## src/rtl/matmul_ctrl_pkg.sv

```systemverilog
// Shared types for the matrix-multiplication phase controller.
// The status encoding is also the FSM state encoding, so status is the state register itself.
package matmul_ctrl_pkg;

    typedef enum logic [1:0] {
        ST_IDLE = 2'b00,
        ST_ARM  = 2'b01,
        ST_RUN  = 2'b10,
        ST_DONE = 2'b11
    } state_t;

    // Width of the phase index; a single-phase build still needs one bit.
    function automatic int unsigned phase_width(input int unsigned n);
        return (n <= 1) ? 1 : $clog2(n);
    endfunction

endpackage

```

## src/rtl/matmul_phase_controller_start_qualifier.sv

```systemverilog
// Start qualifier: counts held-start cycles while arming and tracks the
// rearm flag that forces start to be seen low before another run.
module matmul_phase_controller_start_qualifier #(
    parameter int unsigned START_HOLD = 10
) (
    input  logic clock_i,
    input  logic reset_i,
    input  logic start_i,
    input  logic arm_i,
    input  logic rearm_clr_i,
    output logic hold_met_o,
    output logic rearm_o
);

    localparam int unsigned CW = $clog2(START_HOLD + 1);

    logic [CW-1:0] cnt_q, cnt_d;
    logic          rearm_q, rearm_d;

    assign hold_met_o = arm_i && start_i && (cnt_q == CW'(START_HOLD - 1));
    assign rearm_o    = rearm_q;

    // Counter runs only in ARM with start held, so it is always zero on ARM entry;
    // a low start always rearms, even on the cycle a clear is requested.
    always_comb begin
        cnt_d   = '0;
        rearm_d = rearm_q;
        if (arm_i && start_i && !hold_met_o) begin
            cnt_d = cnt_q + 1'b1;
        end
        if (!start_i) begin
            rearm_d = 1'b1;
        end else if (rearm_clr_i) begin
            rearm_d = 1'b0;
        end
    end

    // Hold counter and rearm flag registers.
    always_ff @(posedge clock_i) begin
        if (reset_i) begin
            cnt_q   <= '0;
            rearm_q <= 1'b1;
        end else begin
            cnt_q   <= cnt_d;
            rearm_q <= rearm_d;
        end
    end

endmodule

```

## src/rtl/matmul_phase_controller.sv

```systemverilog
// Phase sequencer for the matmul datapath: qualifies start, pulses the
// datapath reset for START_HOLD cycles, then walks one-hot phase enables.
//
// state | meaning
// IDLE  | waiting for a qualified start (start high and rearmed)
// ARM   | dp_rst asserted while start is held for START_HOLD cycles
// RUN   | phase_en one-hot on the active phase, advanced by phase_done
// DONE  | last phase finished; waits for abort or a fresh start edge
//
// Optional build macro MATMUL_PHASE_TIMEOUT_EN adds a per-phase watchdog that
// aborts a stalled RUN to IDLE and raises timeout_err until the next ARM.
module matmul_phase_controller
    import matmul_ctrl_pkg::*;
#(
    parameter int unsigned NUM_PHASES  = 3,
    parameter int unsigned START_HOLD  = 10,
    parameter int unsigned TIMEOUT_CYC = 1024,
    localparam int unsigned PW = phase_width(NUM_PHASES)
) (
    input  logic                  clock_i,
    input  logic                  reset_i,
    input  logic                  start_i,
    input  logic                  phase_done_i,
    input  logic                  abort_i,
    output logic [1:0]            status_o,
    output logic [PW-1:0]         phase_o,
    output logic                  dp_rst_o,
    output logic [NUM_PHASES-1:0] phase_en_o,
    output logic [NUM_PHASES-1:0] phase_seen_o,
    output logic                  busy_o,
    output logic                  done_o,
    output logic                  timeout_err_o
);

    localparam logic [PW-1:0] LAST_PHASE = PW'(NUM_PHASES - 1);

    state_t                  state_q, state_d;
    logic [PW-1:0]           phase_q, phase_d;
    logic [NUM_PHASES-1:0]   seen_q, seen_d;
    logic                    done_q, done_d;
    logic                    hold_met;
    logic                    rearm;
    logic                    rearm_clr;
    logic                    arm_entry;
    logic                    timeout_hit;

    matmul_phase_controller_start_qualifier #(
        .START_HOLD (START_HOLD)
    ) u_start_qual (
        .clock_i     (clock_i),
        .reset_i     (reset_i),
        .start_i     (start_i),
        .arm_i       (state_q == ST_ARM),
        .rearm_clr_i (rearm_clr),
        .hold_met_o  (hold_met),
        .rearm_o     (rearm)
    );

`ifdef MATMUL_PHASE_TIMEOUT_EN
    localparam int unsigned WW = $clog2(TIMEOUT_CYC + 1);

    logic [WW-1:0] wd_q, wd_d;
    logic          terr_q, terr_d;

    assign timeout_hit   = (state_q == ST_RUN) && (wd_q == WW'(TIMEOUT_CYC - 1));
    assign timeout_err_o = terr_q;

    // Watchdog counts RUN cycles without a phase advance; the error is sticky until ARM.
    always_comb begin
        wd_d   = '0;
        terr_d = terr_q;
        if (state_q == ST_RUN && !phase_done_i) begin
            wd_d = wd_q + 1'b1;
        end
        if (arm_entry) begin
            terr_d = 1'b0;
        end else if (state_q == ST_RUN && !abort_i && timeout_hit) begin
            terr_d = 1'b1;
        end
    end

    // Watchdog and sticky error registers.
    always_ff @(posedge clock_i) begin
        if (reset_i) begin
            wd_q   <= '0;
            terr_q <= 1'b0;
        end else begin
            wd_q   <= wd_d;
            terr_q <= terr_d;
        end
    end
`else
    assign timeout_hit   = 1'b0;
    assign timeout_err_o = 1'b0;
`endif

    // Next state and phase; abort outranks timeout, which outranks phase_done.
    always_comb begin
        state_d = state_q;
        phase_d = phase_q;
        unique case (state_q)
            ST_IDLE: begin
                if (start_i && rearm) begin
                    state_d = ST_ARM;
                end
            end
            ST_ARM: begin
                if (abort_i || !start_i) begin
                    state_d = ST_IDLE;
                end else if (hold_met) begin
                    state_d = ST_RUN;
                end
            end
            ST_RUN: begin
                if (abort_i || timeout_hit) begin
                    state_d = ST_IDLE;
                end else if (phase_done_i) begin
                    if (phase_q == LAST_PHASE) begin
                        state_d = ST_DONE;
                    end else begin
                        phase_d = phase_q + 1'b1;
                    end
                end
            end
            ST_DONE: begin
                if (abort_i) begin
                    state_d = ST_IDLE;
                end else if (start_i && rearm) begin
                    state_d = ST_ARM;
                end
            end
            default: state_d = ST_IDLE;
        endcase
        // Phase index is only meaningful in RUN/DONE; it restarts from 0 otherwise.
        if (state_d == ST_IDLE || state_d == ST_ARM) begin
            phase_d = '0;
        end
    end

    assign arm_entry = (state_d == ST_ARM) && (state_q != ST_ARM);
    assign rearm_clr = (state_d != state_q) && (state_d == ST_DONE || state_d == ST_IDLE);

    // Sticky visited flags follow the phase being entered, and done marks DONE entry.
    always_comb begin
        seen_d = seen_q;
        if (arm_entry) begin
            seen_d = '0;
        end
        if (state_d == ST_RUN) begin
            seen_d = seen_d | (NUM_PHASES'(1) << phase_d);
        end
        done_d = (state_d == ST_DONE) && (state_q != ST_DONE);
    end

    // Controller state registers.
    always_ff @(posedge clock_i) begin
        if (reset_i) begin
            state_q <= ST_IDLE;
            phase_q <= '0;
            seen_q  <= '0;
            done_q  <= 1'b0;
        end else begin
            state_q <= state_d;
            phase_q <= phase_d;
            seen_q  <= seen_d;
            done_q  <= done_d;
        end
    end

    assign status_o     = state_q;
    assign phase_o      = phase_q;
    assign dp_rst_o     = (state_q == ST_ARM);
    assign busy_o       = (state_q == ST_ARM) || (state_q == ST_RUN);
    assign phase_en_o   = (state_q == ST_RUN) ? (NUM_PHASES'(1) << phase_q) : '0;
    assign phase_seen_o = seen_q;
    assign done_o       = done_q;

endmodule

```

## config.mk

```make
export PLATFORM = sky130hd
export DESIGN_NAME = matmul_phase_controller
export DESIGN_NICKNAME = d
export VERILOG_FILES = /design/src/rtl/matmul_ctrl_pkg.sv /design/src/rtl/matmul_phase_controller_start_qualifier.sv /design/src/rtl/matmul_phase_controller.sv
export SDC_FILE = /design/constraint.sdc
export NUM_CORES = 1
export LEC_CHECK = 0
export CAP_MARGIN = 20
export CORE_UTILIZATION = 53
export CTS_CLUSTER_DIAMETER = 120
export DETAILED_ROUTE_END_ITERATION = 10
export PLACE_DENSITY = 0.82
export SLEW_MARGIN = 5
export SYNTH_ARGS = -nofsm -noshare
export SYNTH_HDL_FRONTEND = slang
export SYNTH_HIERARCHICAL = 1
export SYNTH_SLANG_ARGS = --single-unit
```

## constraint.sdc

```tcl
create_clock -name clock_i -period 4.57 [get_ports clock_i]
set_input_delay 0.914 -clock clock_i [delete_from_list [all_inputs] [get_ports clock_i]]
set_output_delay 0.914 -clock clock_i [all_outputs]
set_load 0.03 [all_outputs]
```

# --- After elaboration in Yosys (flattened, before gate mapping) ---
# Index checks and enable logic that the tools add are counted.
totals:
  register_bits: 13
  output_inout_bits: 14
classes:
  n_addsub: 2
  eq_ne: 11
  shift: 2
  n_mux: 16
  bitwise: 3
  n_reduce_logical: 17
op_table:
  columns: ["operator", "n"]
  rows:
  - ["2-bit two-way mux", 12]
  - ["2-bit equality test, second input constant", 5]
  - ["3-bit two-way mux", 3]
  - ["2-bit one-hot mux with 4 select lines", 1]
  - ["1-bit logical AND", 7]
  - ["1-bit by 2-bit left shift with 3-bit output, first input constant", 2]
  - ["4-bit by 1-bit adder with 4-bit output, second input constant", 1]
  - ["2-bit by 1-bit equality test with 1-bit output, second input constant", 2]
  - ["4-bit equality test, second input constant", 1]
  - ["2-bit zero test", 2]
  - ["1-bit logical OR", 4]
  - ["2-bit OR reduction", 2]
  - ["3-bit bitwise OR", 1]
  - ["2-bit by 1-bit adder with 2-bit output, second input constant", 1]
  - ["1-bit zero test", 2]
  - ["2-bit by 1-bit inequality test with 1-bit output, second input constant", 1]
  - ["2-bit inequality test", 1]
  - ["2-bit inequality test, second input constant", 1]
  - ["1-bit NOT", 2]

# --- Depth between registers and ports, before layout ---
depth:
  word_depth: 12
  ltp_mapped: 12
  mapped_depth_nobuf: 12

# --- Modules after synthesis ---
# The synthesis kept the hierarchy.
modules_own_cells:
  columns: ["mod", "n_inst", "cells_each", "area_per_inst_um2", "seq_area_each_um2"]
  rows:
  - ["matmul_phase_controller", 1, 82, 701.9, 160.2]
  - ["matmul_phase_controller_start_qualifier", 1, 22, 211.5, 100.1]

# --- Least setup slack after synthesis ---
# OpenSTA, ideal clock, no wires.
synth_path:
  kind: "register to register"
  start: "reg state_q[0] (netlist: status_o[0])"
  end: "reg seen_q[0] (netlist: phase_seen_o[0])"
  t_arrival_ns: 2.665
  t_required_ns: 4.447
  slack_ns: 1.782
  stages_incl_launch_ff: 11
  path_buffers: 0
  period_less_slack_ns: 2.788
  cell_sequence: "dfxtp_1 ha_1 nand2_1 nor3_1 and3b_1 a2bb2o_2 a21o_1 a21oi_1 ha_1 o31ai_1 o31ai_1"
synth_via:
  elab_chain_len: 12
  elab_cells_between_ends: 26
synth_rtl:
  columns: ["element", "line", "source"]
  rows:
  - ["from (decl)", "matmul_phase_controller.sv:37", "state_t state_q, state_d;"]
  - ["from (signal assigned)", "matmul_phase_controller.sv:163", "state_q <= state_d;"]
  - ["2-bit by 1-bit equality test with 1-bit output *", null, null]
  - ["via dp_rst_o", "matmul_phase_controller.sv:27", "output logic dp_rst_o,"]
  - ["1-bit logical AND * (2 in series)", "matmul_phase_controller_start_qualifier.sv:20", "assign hold_met_o = arm_i && start_i && (cnt_q == CW'(START_HOLD - 1));"]
  - ["via hold_met", "matmul_phase_controller.sv:41", "logic hold_met;"]
  - ["2-bit two-way mux *", "matmul_phase_controller.sv:110", "end else if (hold_met) begin"]
  - ["2-bit two-way mux *", "matmul_phase_controller.sv:108", "if (abort_i || !start_i) begin"]
  - ["2-bit one-hot mux with 4 select lines *", "matmul_phase_controller.sv:101", "unique case (state_q)"]
  - ["via state_d[0]", "matmul_phase_controller.sv:37", null]
  - ["2-bit by 1-bit equality test with 1-bit output or 2-bit zero test (tied branches)", "matmul_phase_controller.sv:135, matmul_phase_controller.sv:140", null]
  - ["1-bit logical OR", "matmul_phase_controller.sv:135", "if (state_d == ST_IDLE || state_d == ST_ARM) begin"]
  - ["2-bit two-way mux", "matmul_phase_controller.sv:135", null]
  - ["1-bit by 2-bit left shift with 3-bit output", "matmul_phase_controller.sv:150", "seen_d = seen_d | (NUM_PHASES'(1) << phase_d);"]
  - ["3-bit bitwise OR", "matmul_phase_controller.sv:150", null]
  - ["3-bit two-way mux *", "matmul_phase_controller.sv:149", "if (state_d == ST_RUN) begin"]
  - ["to (signal assigned)", "matmul_phase_controller.sv:165", "seen_q <= seen_d;"]
  - ["to (decl)", "matmul_phase_controller.sv:39", "logic [NUM_PHASES-1:0] seen_q, seen_d;"]
# The timed path passes the listed nets; every way through them passes the cells marked *.
# A chain may end at the register's enable or synchronous reset.

# --- Final worst setup path ---
layout_path:
  start: "in start_i"
  end: "reg seen_q[2] (netlist: phase_seen_o[2])"
layout_via:
  elab_chain_len: 11
  elab_cells_between_ends: 20
layout_rtl:
  columns: ["element", "line", "source"]
  rows:
  - ["from (decl)", "matmul_phase_controller.sv:22", "input logic start_i,"]
  - ["1-bit logical AND * (2 in series)", "matmul_phase_controller_start_qualifier.sv:20", null]
  - ["via hold_met", "matmul_phase_controller.sv:41", null]
  - ["2-bit two-way mux *", "matmul_phase_controller.sv:110", null]
  - ["2-bit two-way mux *", "matmul_phase_controller.sv:108", null]
  - ["2-bit one-hot mux with 4 select lines *", "matmul_phase_controller.sv:101", null]
  - ["via state_d[0]", "matmul_phase_controller.sv:37", null]
  - ["2-bit by 1-bit equality test with 1-bit output or 2-bit zero test (tied branches)", "matmul_phase_controller.sv:135, matmul_phase_controller.sv:140", null]
  - ["1-bit logical OR", "matmul_phase_controller.sv:135", null]
  - ["2-bit two-way mux", "matmul_phase_controller.sv:135", null]
  - ["1-bit by 2-bit left shift with 3-bit output", "matmul_phase_controller.sv:150", null]
  - ["3-bit bitwise OR", "matmul_phase_controller.sv:150", null]
  - ["3-bit two-way mux *", "matmul_phase_controller.sv:149", null]
# Marked as above.

==> flow_summary.toml <==
[finish]
seq_area_um2 = 260
fillerInstances = 125
area_growth_pct = 22.3
layout_common_cells = "17 x clkdlybuf4s50_1, 13 x ha_1, 13 x dfxtp_1, 10 x inv_1"
drive_above_1_share = 0.0976
final_area_mm2 = 0.00112
nNetsFinal = 142
final_common_cell = "clkdlybuf4s50_1"
multi_input_area_um2 = 603
n_antenna_cell = 0

[pwr]
p_total_uw = 249
cellLeakagePower_nw = 0.443
peakVddDrop_uv = 181
p_per_area_mw_per_mm2 = 223

[routing]
wl_per_cell_um = 13.8
dr.pass1.iters = 9
num_vias = 815
wl_um = 1920
drc_errors = 4
first_iter_violations = 44
vias_per_cell = 5.86
ant_nets = 0

[clocking]
ctsResizeCount = 0
numCtsBuffers = 3
cts-root-buf = "clkbuf_4"
insertion_delay_ns = 0.27
cts_tree = "done"
path_clk_slew_ns = 0.08
postCtsHoldBufs = 0
post_cts_buffers = 0
clock-sinks = 13
clockBufferDepth = 2
htree_levels = 1

[global_route]
antenna_found_initial = 0
grt_start_max_net_pins = 11
overflow = 0
grt_usage = 0.234
grt_pass1_vias = 777
grt_pass1_wl_um = 3290

[logic_synthesis]
syn_area_um2 = 913
yosysUniqueCellTypes = 37
syn-mean-instance-area_um2 = 8.78
yosys.area.top_type = "dfxtp_1"
ys_ff_latch = 13
synth_compound_area_frac = 0.205
synth_fa_ha_area_frac = 0.178
syn_nets = 122
synthXorXnorAreaFrac = 0.0192
synthTopCellsByArea = "dfxtp_1 28%, ha_1 18%, inv_1 4.1%"
yosysWarnings = 6
async_reset_ff_frac = 0
yosys.area_share.simple = 0.232
synthMuxAreaShare = 0.0219
yosysSeqAreaShare = 0.285
synth_edf_count = 0
synth_flop_cell = "dfxtp_1"
synth_top_family_by_area = "simple AND/OR/NAND/NOR gates"
postSynthCellCount = 104
synth_top_area_frac = 0.285

[floorplanning]
coreArea_mm2 = 0.00156
die_h_um = 43.5
ios = 19
start_util = 0.586
die_area_mm2 = 0.00189
rows = 14
die_w_um = 43.5

[sta]
period_needed_ns = 3.21
max_freq_mhz = 311
skew_ns = 0.00391
setup_tns_ns = 0
rsz0062_at_grt = "false"
holdWs_ns = 0.465
setup_viol = 0
drv_slew = 0
period_share = 0.703
hold_viol = 0

[placement]
dp_hpwl_um = 1470
numPortBuffers = 17
dpl-instance-area_mm2 = 0.00109
gp_congestion = 0.926

[critical_path]
ff2ff_path_depth = 12
crit_fanout = 9
worstPathRequired_ns = 4.76
crit_type = "primary input to flop"
cp-start-kind = "primary input"
worst_setup_path_end_kind = "flop"
critical_path_arrival_ns = 3.40

[worst_hold_path]
hold_depth = 2
hold_path.class = "flop to flop"

[status]
status = "complete, but fails checks"
violations = "design-rule violations"

[run]
max-cap-violations = 0
-- flip-flops by register name, indices dropped and copies added, names as in the netlist --
name and cells:
phase_seen_o 3, phase_o 2, u_start_qual/cnt_q 4, done_o 1, status_o 2, u_start_qual/rearm_o 1
-- worst paths after layout --
check / from / end / slack, ns
worst min-delay path: phase_seen_o[1] / phase_seen_o[1] / 0.47
worst min register to register: phase_seen_o[1] / phase_seen_o[1] / 0.47
worst max register to register: status_o[1] / phase_seen_o[2] / 1.74
worst max-delay path: start_i / phase_seen_o[2] / 1.36
-- cell families (layout without fill, tap and decap cells) --
family / Yosys count / count (layout)
AO/OA/AOI/OAI: 25 / 25
XOR/XNOR: 2 / 2
adder cells (fa/ha/maj): 13 / 13
buffers and inverters: 12 / 31
flip-flops: 13 / 13
multiplexers: 2 / 2
other: 1 / 1
AND/OR/NAND/NOR: 36 / 36
-- worst max-delay path, cell delays in order --
cell and delay (ns):
clkdlybuf4s50_1 0.64, nand2_1 0.09, nor3_1 0.26, and3b_1 0.23, a2bb2o_2 0.22, a21o_1 0.16, a21oi_1 0.10, ha_1 0.28
nor2_1 0.17, nand4b_1 0.12, a21oi_1 0.22
-- layer usage --
layer / vias to the layer above / track usage / part of all wire
met5: - / 0 / 0
li1: 411 / - / -
met3: 2 / 0.0750 / 0.052
met4: 0 / 0.0438 / 0.0073
met1: 373 / 0.256 / 0.44
met2: 29 / 0.442 / 0.50
-- Yosys cell counts, types with 2 or more instances --
cell type and number:
and2_2 3, o21ai_0 5, nand4b_1 3, inv_1 10, o31ai_1 2, dfxtp_1 13
nor2_1 4, nand3b_1 2, nand3_1 4, ha_1 13, nor4_1 3, and2_1 2
a21o_1 2, nand2_1 6, a21oi_1 6, mux2i_1 2, nor3_1 4
-- where the power goes --
part           leakage, nW  internal, mW  switching (mW)  total [mW]
Clock               0.0150        0.0338          0.0359      0.0697
Sequential           0.105         0.115         0.00390       0.119
Combinational        0.323        0.0229          0.0370      0.0600
Total                0.443         0.172          0.0768       0.249
-- cell type report --
class | instances | area share
clock buffers | 4 | 0.0235
repair buffers | 17 | 0.152
flip-flops and latches | 13 | 0.233
inverters | 10 | 0.0336
multi-input cells | 79 | 0.540
well taps | 16 | 0.0179
-- through the flow --
| stage | setup slack (ns) | instances | util |
|---|---|---|---|
| after floorplan | 1.78 | 104 | - |
| after global placement | 1.26 | 135 | 0.700 |
| after detailed placement | 1.14 | 135 | 0.700 |
| after CTS | 1.43 | 139 | 0.717 |
| after global routing | 1.17 | 139 | 0.717 |
| final | 1.36 | 139 | 0.717 |
No activity file was read; power rests on OpenSTA's default activity.
